==> src/rtl/sub_32bit_serial.sv <==
// Nibble-serial subtractor: computes a - b - b_in over NIBBLES clock cycles,
// one 4-bit slice per cycle, with a registered result, borrow-out and signed overflow.
module sub_32bit_serial #(
  parameter int NIBBLES = 8
) (
  input  logic                   clk,
  input  logic                   rst,
  input  logic                   start,
  input  logic [4*NIBBLES-1:0]   a,
  input  logic [4*NIBBLES-1:0]   b,
  input  logic                   b_in,
  output logic [4*NIBBLES-1:0]   diff,
  output logic                   b_out,
  output logic                   overflow,
  output logic                   busy,
  output logic                   done
);

  localparam int W  = 4 * NIBBLES;
  localparam int IW = (NIBBLES > 1) ? $clog2(NIBBLES) : 1;

  typedef enum logic [1:0] {
    IDLE = 2'b00,
    RUN  = 2'b01,
    DONE = 2'b10
  } state_t;

  state_t          state_r;
  state_t          state_nxt_s;
  logic [W-1:0]    a_r;
  logic [W-1:0]    b_r;
  logic [W-5:0]    res_r;
  logic [IW-1:0]   idx_r;
  logic            carry_r;
  logic            a_sign_r;
  logic            b_sign_r;
  logic [4:0]      sum_s;
  logic            last_slice_s;

  // Current slice: a + ~b + carry; carry-out is the inverted borrow.
  always_comb begin
    sum_s        = {1'b0, a_r[3:0]} + {1'b0, ~b_r[3:0]} + {4'b0000, carry_r};
    last_slice_s = (idx_r == IW'(NIBBLES - 1));
  end

  // Next-state logic for the IDLE -> RUN -> DONE sequence.
  always_comb begin
    state_nxt_s = state_r;
    case (state_r)
      IDLE: begin
        if (start) state_nxt_s = RUN;
        else       state_nxt_s = IDLE;
      end
      RUN: begin
        if (last_slice_s) state_nxt_s = DONE;
        else              state_nxt_s = RUN;
      end
      DONE:    state_nxt_s = IDLE;
      default: state_nxt_s = IDLE;
    endcase
  end

  // State register, slice datapath and registered outputs.
  always_ff @(posedge clk) begin
    if (rst) begin
      state_r  <= IDLE;
      a_r      <= {W{1'b0}};
      b_r      <= {W{1'b0}};
      res_r    <= {(W-4){1'b0}};
      idx_r    <= {IW{1'b0}};
      carry_r  <= 1'b0;
      a_sign_r <= 1'b0;
      b_sign_r <= 1'b0;
      diff     <= {W{1'b0}};
      b_out    <= 1'b0;
      overflow <= 1'b0;
      busy     <= 1'b0;
      done     <= 1'b0;
    end else begin
      state_r <= state_nxt_s;
      busy    <= (state_nxt_s == RUN);
      done    <= (state_nxt_s == DONE);
      case (state_r)
        IDLE: begin
          if (start) begin
            a_r      <= a;
            b_r      <= b;
            a_sign_r <= a[W-1];
            b_sign_r <= b[W-1];
            carry_r  <= ~b_in;
            idx_r    <= {IW{1'b0}};
          end
        end
        RUN: begin
          // Operands shift down so the active slice is always bits [3:0];
          // results enter from the top so the final slice lands in place.
          a_r     <= {4'b0000, a_r[W-1:4]};
          b_r     <= {4'b0000, b_r[W-1:4]};
          res_r   <= {sum_s[3:0], res_r[W-5:4]};
          carry_r <= sum_s[4];
          idx_r   <= idx_r + IW'(1);
          if (last_slice_s) begin
            diff     <= {sum_s[3:0], res_r};
            b_out    <= ~sum_s[4];
            overflow <= (a_sign_r != b_sign_r) && (sum_s[3] != a_sign_r);
          end
        end
        default: begin
        end
      endcase
    end
  end

endmodule
==> config.mk <==
export PLATFORM = sky130hd
export DESIGN_NAME = sub_32bit_serial
export DESIGN_NICKNAME = d
export VERILOG_FILES = /design/src/rtl/sub_32bit_serial.sv
export SDC_FILE = /design/constraint.sdc
export NUM_CORES = 1
export LEC_CHECK = 0
export BUFFER_PORTS_ARGS = -buffer_cell sky130_fd_sc_hd__buf_2
export CORE_MARGIN = 2
export CORE_UTILIZATION = 40
export DETAILED_ROUTE_END_ITERATION = 8
export PLACE_DENSITY = 0.58
export SETUP_SLACK_MARGIN = 0.4
export SLEW_MARGIN = 20
export SYNTH_ARGS = -nofsm -noshare
export SYNTH_HDL_FRONTEND = slang
export SYNTH_SLANG_ARGS = --single-unit
==> constraint.sdc <==
create_clock -name clk -period 4.7 [get_ports clk]
set_input_delay 0.47 -clock clk [delete_from_list [all_inputs] [get_ports clk]]
set_output_delay 0.47 -clock clk [all_outputs]
set_load 0.1 [all_outputs]
==> results of run 1 <==
sequential cells by signal, indices dropped and copies added (netlist names), 2 cells and up:
name and flops:
a_r 32, b_r 32, diff 32, idx_r 3, res_r 28, state_r 2
critical path, cell delays in order (launching register included):
cell and delay [ps]:
dfxtp_1 380, nor2b_4 850, buf_4 580, mux2i_1 270
a211oi_1 90
power by group through the flow:
stage / registers (uW) / clock network (uW) / logic, uW
2_1_floorplan: 1260 / 0 / 173
3_3_place_gp: 1260 / 0 / 234
3_5_place_dp: 1270 / 0 / 241
4_1_cts: 1240 / 1460 / 242
5_1_grt: 1250 / 1500 / 268
6_report: 1240 / 1420 / 238
logic make-up after synthesis:
| logic type | Yosys count | synth area share, % |
|---|---|---|
| simple gates | 218 | 16.26 |
| compound gates | 138 | 16.47 |
| flops | 136 | 51.04 |
| buf+inv | 54 | 4.199 |
| mux | 53 | 9.946 |
| fa+ha+maj | 7 | 1.924 |
| xor+xnor | 1 | 0.1642 |
area by class of cell:
type	count	area, um^2
flip-flops and latches	136	2723
fillers	1307	6574
inverters	5	18.77
multi-input cells	417	2405
well taps	176	220.2
clock inverters	8	140.1
repair buffers	108	555.5
clock buffers	24	501.7
worst paths after layout:
kind,from,end,slack (ps),depth (start not counted)
setup / recovery,state_r[1]$_SDFF_PP0_,a_r[25]$_SDFFE_PP0P_,2340,4
hold / removal,b[30],b_r[30]$_SDFFE_PP0P_,300,3
hold reg to reg,diff[12]$_SDFFE_PP0P_,diff[12]$_SDFFE_PP0P_,450,2
setup reg to reg,state_r[1]$_SDFF_PP0_,a_r[25]$_SDFFE_PP0P_,2340,4
per-layer routing:
metal | track usage [%] | routed length [um] | up-vias
met5 | 0 | 0 | -
met2 | 27.18 | 5607 | 84
met4 | 5.074 | 23 | 0
met1 | 22.88 | 5748 | 1989
li1 | - | - | 2239
met3 | 5.316 | 571 | 2
placed cells by master (no fill, tap or decap), types with 2 or more instances in the layout:
master / count
dfxtp_1: 136
nand2_1: 123
buf_2: 102
nor2_1: 75
a21oi_1: 66
a211oi_1: 58
mux2i_1: 53
clkbuf_16: 17
a22oi_1: 8
nor3_1: 6
buf_4: 6
inv_1: 5
ha_1: 5
clkbuf_8: 5
bufinv_16: 4
clkinv_2: 4
nor2b_1: 3
fa_1: 2
clkbuf_1: 2
per-stage QoR:
stage / cells / area [um^2] / utilization [%]
2_1_floorplan: 607 / 5334 / -
3_3_place_gp: 842 / 5922 / 45.08
3_5_place_dp: 842 / 5922 / 45.08
4_1_cts: 874 / 6564 / 49.96
5_1_grt: 874 / 6564 / 49.96
6_report: 874 / 6564 / 49.96
==> impl_metrics.json, run 1 <==
{
  "die_h_um": 119.5,
  "vias": 4314,
  "grt_max_degree": 92,
  "async_reset_ff_share_pct": 0,
  "fin_skew_ps": 16.33,
  "status": "finished, final reports clean",
  "coreArea_um2": 13140,
  "required_ps": 4960,
  "holdWs_ps": 300.5,
  "first_global_vias": 4158,
  "ant_nets": 0,
  "p_leak_uw": 0.002753,
  "synthTopCellsByCount": "dfxtp_1, nand2_1, nor2_1",
  "vdd_drop_max_mv": 0.2308,
  "ys_seq_elements": 136,
  "holdBufCountCts": 0,
  "p_sw_share_pct": 21.96,
  "clk-insertion-delay-late_ps": 420,
  "relSlewSlack_pct": 29.24,
  "synthDistinctLibCells": 31,
  "nets": 760,
  "crit_path_start_kind": "flop",
  "die_w_um": 119.5,
  "final.min_clock_period_ps": 2359,
  "yosys.area.top_type_share_pct": 51.04,
  "tritoncts": "done",
  "end_kind": "flop",
  "track_usage_pct": 17.28,
  "numCtsBuffers": 17,
  "finalSetupViolCount": 0,
  "cts_buffer_depth": 2,
  "yosysMostFrequentCell": "dfxtp_1",
  "place_congestion": 0.8092,
  "power.density_nw_per_um2": 441.9,
  "tightest_slew_ps": 1059,
  "initial_utilization_pct": 40.60,
  "finalCritPeriodShare_pct": 50.19,
  "syn_area_per_cell_um2": 8.787,
  "cts_resized": 0,
  "power_frac_seq_pct": 42.8,
  "synth_top_area_cell": "dfxtp_1",
  "hp-class": "in -> reg",
  "die-area_um2": 14270,
  "cts_setup_buffers": 0,
  "synthCells": 607,
  "cp_max_fo": 34,
  "ys_warn_count": 0,
  "hold_violations": 0,
  "power.total_uw": 2901,
  "grt_pass1_wl_um": 19790,
  "cts.sinks": 136,
  "drive_gt1_share_pct": 20.92,
  "grt_overflow": 0,
  "p_sw_uw": 636.9,
  "pin_count": 104,
  "synth.area.top_cells": "dfxtp_1, mux2i_1, nand2_1",
  "cts-root-buf": "clkbuf_16",
  "hpwl_um": 7860,
  "rsz0062_at_grt": "false",
  "arrival_ps": 2620,
  "drv_cap": 0,
  "io_buffers": 103,
  "max_freq_mhz": 423.9,
  "syn_nets": 682,
  "p_comb_share_pct": 8.2,
  "setup_slack_ps": 2341,
  "intPower_uw": 2264,
  "synth_seq_area_share_pct": 51.04,
  "antenna_found_initial": 0,
  "slew_viol_final": 0,
  "rows": 42,
  "drt-wirelength-per-cell_um": 13.67,
  "dp_slack_ps": 2106,
  "synth_area_um2": 5334,
  "clk_pin_slew_ps": 60,
  "pwr-share-clk_pct": 49.0,
  "cts_max_level": 4,
  "area_delta_synth_final_pct": 23.06,
  "path_class": "reg -> reg",
  "routed_wl_um": 11950,
  "tns_ps": 0,
  "num_antenna_cells": 0,
  "drc": 0,
  "drtIter0Drc": 185,
  "first_pass_iters": 5,
  "viasPerCell": 4.936,
  "synth-main-ff-cell": "dfxtp_1",
  "synth_edf_count": 0
}
Note: power is estimated with default switching activity, not from simulation.
==> run 2: changes to the inputs <==
--- a/config.mk
+++ b/config.mk
@@ -9,7 +9,7 @@
 export CORE_MARGIN = 2
 export CORE_UTILIZATION = 40
 export DETAILED_ROUTE_END_ITERATION = 8
-export PLACE_DENSITY = 0.58
+export PLACE_DENSITY = 0.6
 export SETUP_SLACK_MARGIN = 0.4
 export SLEW_MARGIN = 20
 export SYNTH_ARGS = -nofsm -noshare
==> constraint.sdc (replaced) <==
create_clock -name clk -period 1.9 [get_ports clk]
set_input_delay 0.19 -clock clk [delete_from_list [all_inputs] [get_ports clk]]
set_output_delay 0.19 -clock clk [all_outputs]
set_load 0.1 [all_outputs]
==> impl_metrics.json, run 2 (synthesized netlist as in run 1, its figures left out) <==
{
  "hp-class": "in -> reg",
  "nets": 782,
  "place_inst": 851,
  "holdWs_ps": 19.91,
  "required_ps": 2200,
  "drtIter0Drc": 205,
  "crit_chain": "fa_2 -> fa_2 -> a21o_2 -> a21oi_2 -> o221ai_1 -> nor2b_1",
  "clk_pin_slew_ps": 50,
  "drv_cap": 0,
  "slew_viol_final": 0,
  "status": "finished, final reports clean",
  "fin_skew_ps": 5.949,
  "stdcell_area_um2": 6918,
  "grt_overflow": 0,
  "first_global_vias": 4342,
  "drc": 0,
  "vdd_drop_max_mv": 0.5858,
  "first_pass_iters": 4,
  "io_buffers": 103,
  "relSlewSlack_pct": 63.54,
  "crit_path_frequent_cell": "fa_2",
  "r2r_slack_ps": 110,
  "power.density_nw_per_um2": 995.6,
  "finalSetupViolCount": 0,
  "tritoncts": "done",
  "die_h_um": 119.5,
  "clk-insertion-delay-late_ps": 420,
  "area_delta_synth_final_pct": 29.70,
  "final.min_clock_period_ps": 1792,
  "max_freq_mhz": 557.9,
  "place_congestion": 0.7620,
  "routed_wl_um": 12700,
  "cp_max_fo": 2,
  "finalNonFillerCells": 896,
  "end_kind": "flop",
  "placedInstanceArea_um2": 6125,
  "viasPerCell": 5.017,
  "cts.sinks": 136,
  "vias": 4495,
  "crit_path_start_kind": "flop",
  "pin_count": 104,
  "p_sw_uw": 1599,
  "hold_violations": 0,
  "tns_ps": 0,
  "p_leak_uw": 0.002910,
  "cp_slowest_cell": "fa_2",
  "numCtsBuffers": 17,
  "pwr-share-clk_pct": 45.2,
  "drt-wirelength-per-cell_um": 14.18,
  "rows": 42,
  "p_comb_share_pct": 10.1,
  "postLayoutCoreUtil_pct": 52.66,
  "track_usage_pct": 18.43,
  "final_common_cell": "dfxtp_1",
  "grt_pass1_wl_um": 20860,
  "power_frac_seq_pct": 44.7,
  "drive_gt1_share_pct": 25.87,
  "rsz0062_at_grt": "true",
  "antenna_found_initial": 3,
  "largest_registers": "a_r x32, b_r x32, diff x32",
  "grt_max_degree": 68,
  "cts_buffer_depth": 2,
  "arrival_ps": 2090,
  "ant_nets": 0,
  "path_class": "reg -> reg",
  "final_cell_mix": "dfxtp_1, nand2_1, buf_2",
  "die_w_um": 119.5,
  "p_sw_share_pct": 23.21,
  "coreArea_um2": 13140,
  "die-area_um2": 14270,
  "initial_utilization_pct": 40.60,
  "cts_max_level": 4,
  "slowest_delay_ps": 390,
  "cts-root-buf": "clkbuf_16",
  "tightest_slew_ps": 546.5,
  "hpwl_um": 8734,
  "finalCritPeriodShare_pct": 94.34,
  "intPower_uw": 5289
}
==> run 2: worst paths after layout <==
path / start / endpoint / cells past startpoint
max: a_r[0]$_SDFFE_PP0P_ / carry_r$_SDFFE_PP0P_ / 6
min: a[28] / a_r[28]$_SDFFE_PP0P_ / 3
max reg2reg: a_r[0]$_SDFFE_PP0P_ / carry_r$_SDFFE_PP0P_ / 6
min reg2reg: diff[1]$_SDFFE_PP0P_ / diff[1]$_SDFFE_PP0P_ / 2
==> run 2: metal layers <==
layer | part of all wire, % | vias up | GRT usage (%)
li1 | - | 2291 | -
met1 | 45 | 2091 | 22.50
met2 | 49 | 95 | 29.96
met3 | 5.3 | 16 | 6.370
met4 | 1.3 | 2 | 6.985
met5 | 0.087 | - | 0
==> run 2: repair_timing <==
| action | in CTS | in global routing |
|---|---|---|
| gates resized for setup | 6 | 18 |
| gates cloned | 0 | 1 |
| setup buffers | 3 | 9 |
| pin swaps | 3 | 3 |
| endpoints found under the hold margin | 0 | 0 |
| hold buffers | 0 | 0 |
| endpoints found under the setup margin | 76 | 105 |
==> run 2: worst max-delay path: cells and delay by family (launching register included) <==
| kind | cells | cell delay, ps |
|---|---|---|
| adder cells (fa/ha/maj) | 2 | 750 |
| AO/OA/AOI/OAI | 3 | 460 |
| flip-flops | 1 | 330 |
| AND/OR/NAND/NOR | 1 | 140 |
==> run 2: stage by stage <==
step	setup slack (ps)	power, uW
global placement	124.6	3755
floorplan	156.6	3549
finish	107.6	6887
CTS	102.6	6917
detailed placement	66.06	3776
global route	36.16	7202
==> run 2: final cells by class <==
| class | count | area, um^2 |
|---|---|---|
| timing repair buffer | 130 | 909.6 |
| tap | 176 | 220.2 |
| antenna | 1 | 2.502 |
| sequential | 136 | 2729 |
| inverter | 5 | 18.77 |
| fill | 1263 | 6220 |
| clock inverter | 11 | 105.1 |
| clock buffer | 20 | 456.7 |
| multi-input combinational | 417 | 2476 |
==> run 2: power by group through the flow <==
stage               Clock [uW]  Combinational, uW  Sequential, uW
global route              3340                777            3090
global placement             0                629            3130
detailed placement           0                644            3130
finish                    3110                698            3080
floorplan                    0                433            3120
CTS                       3180                661            3080
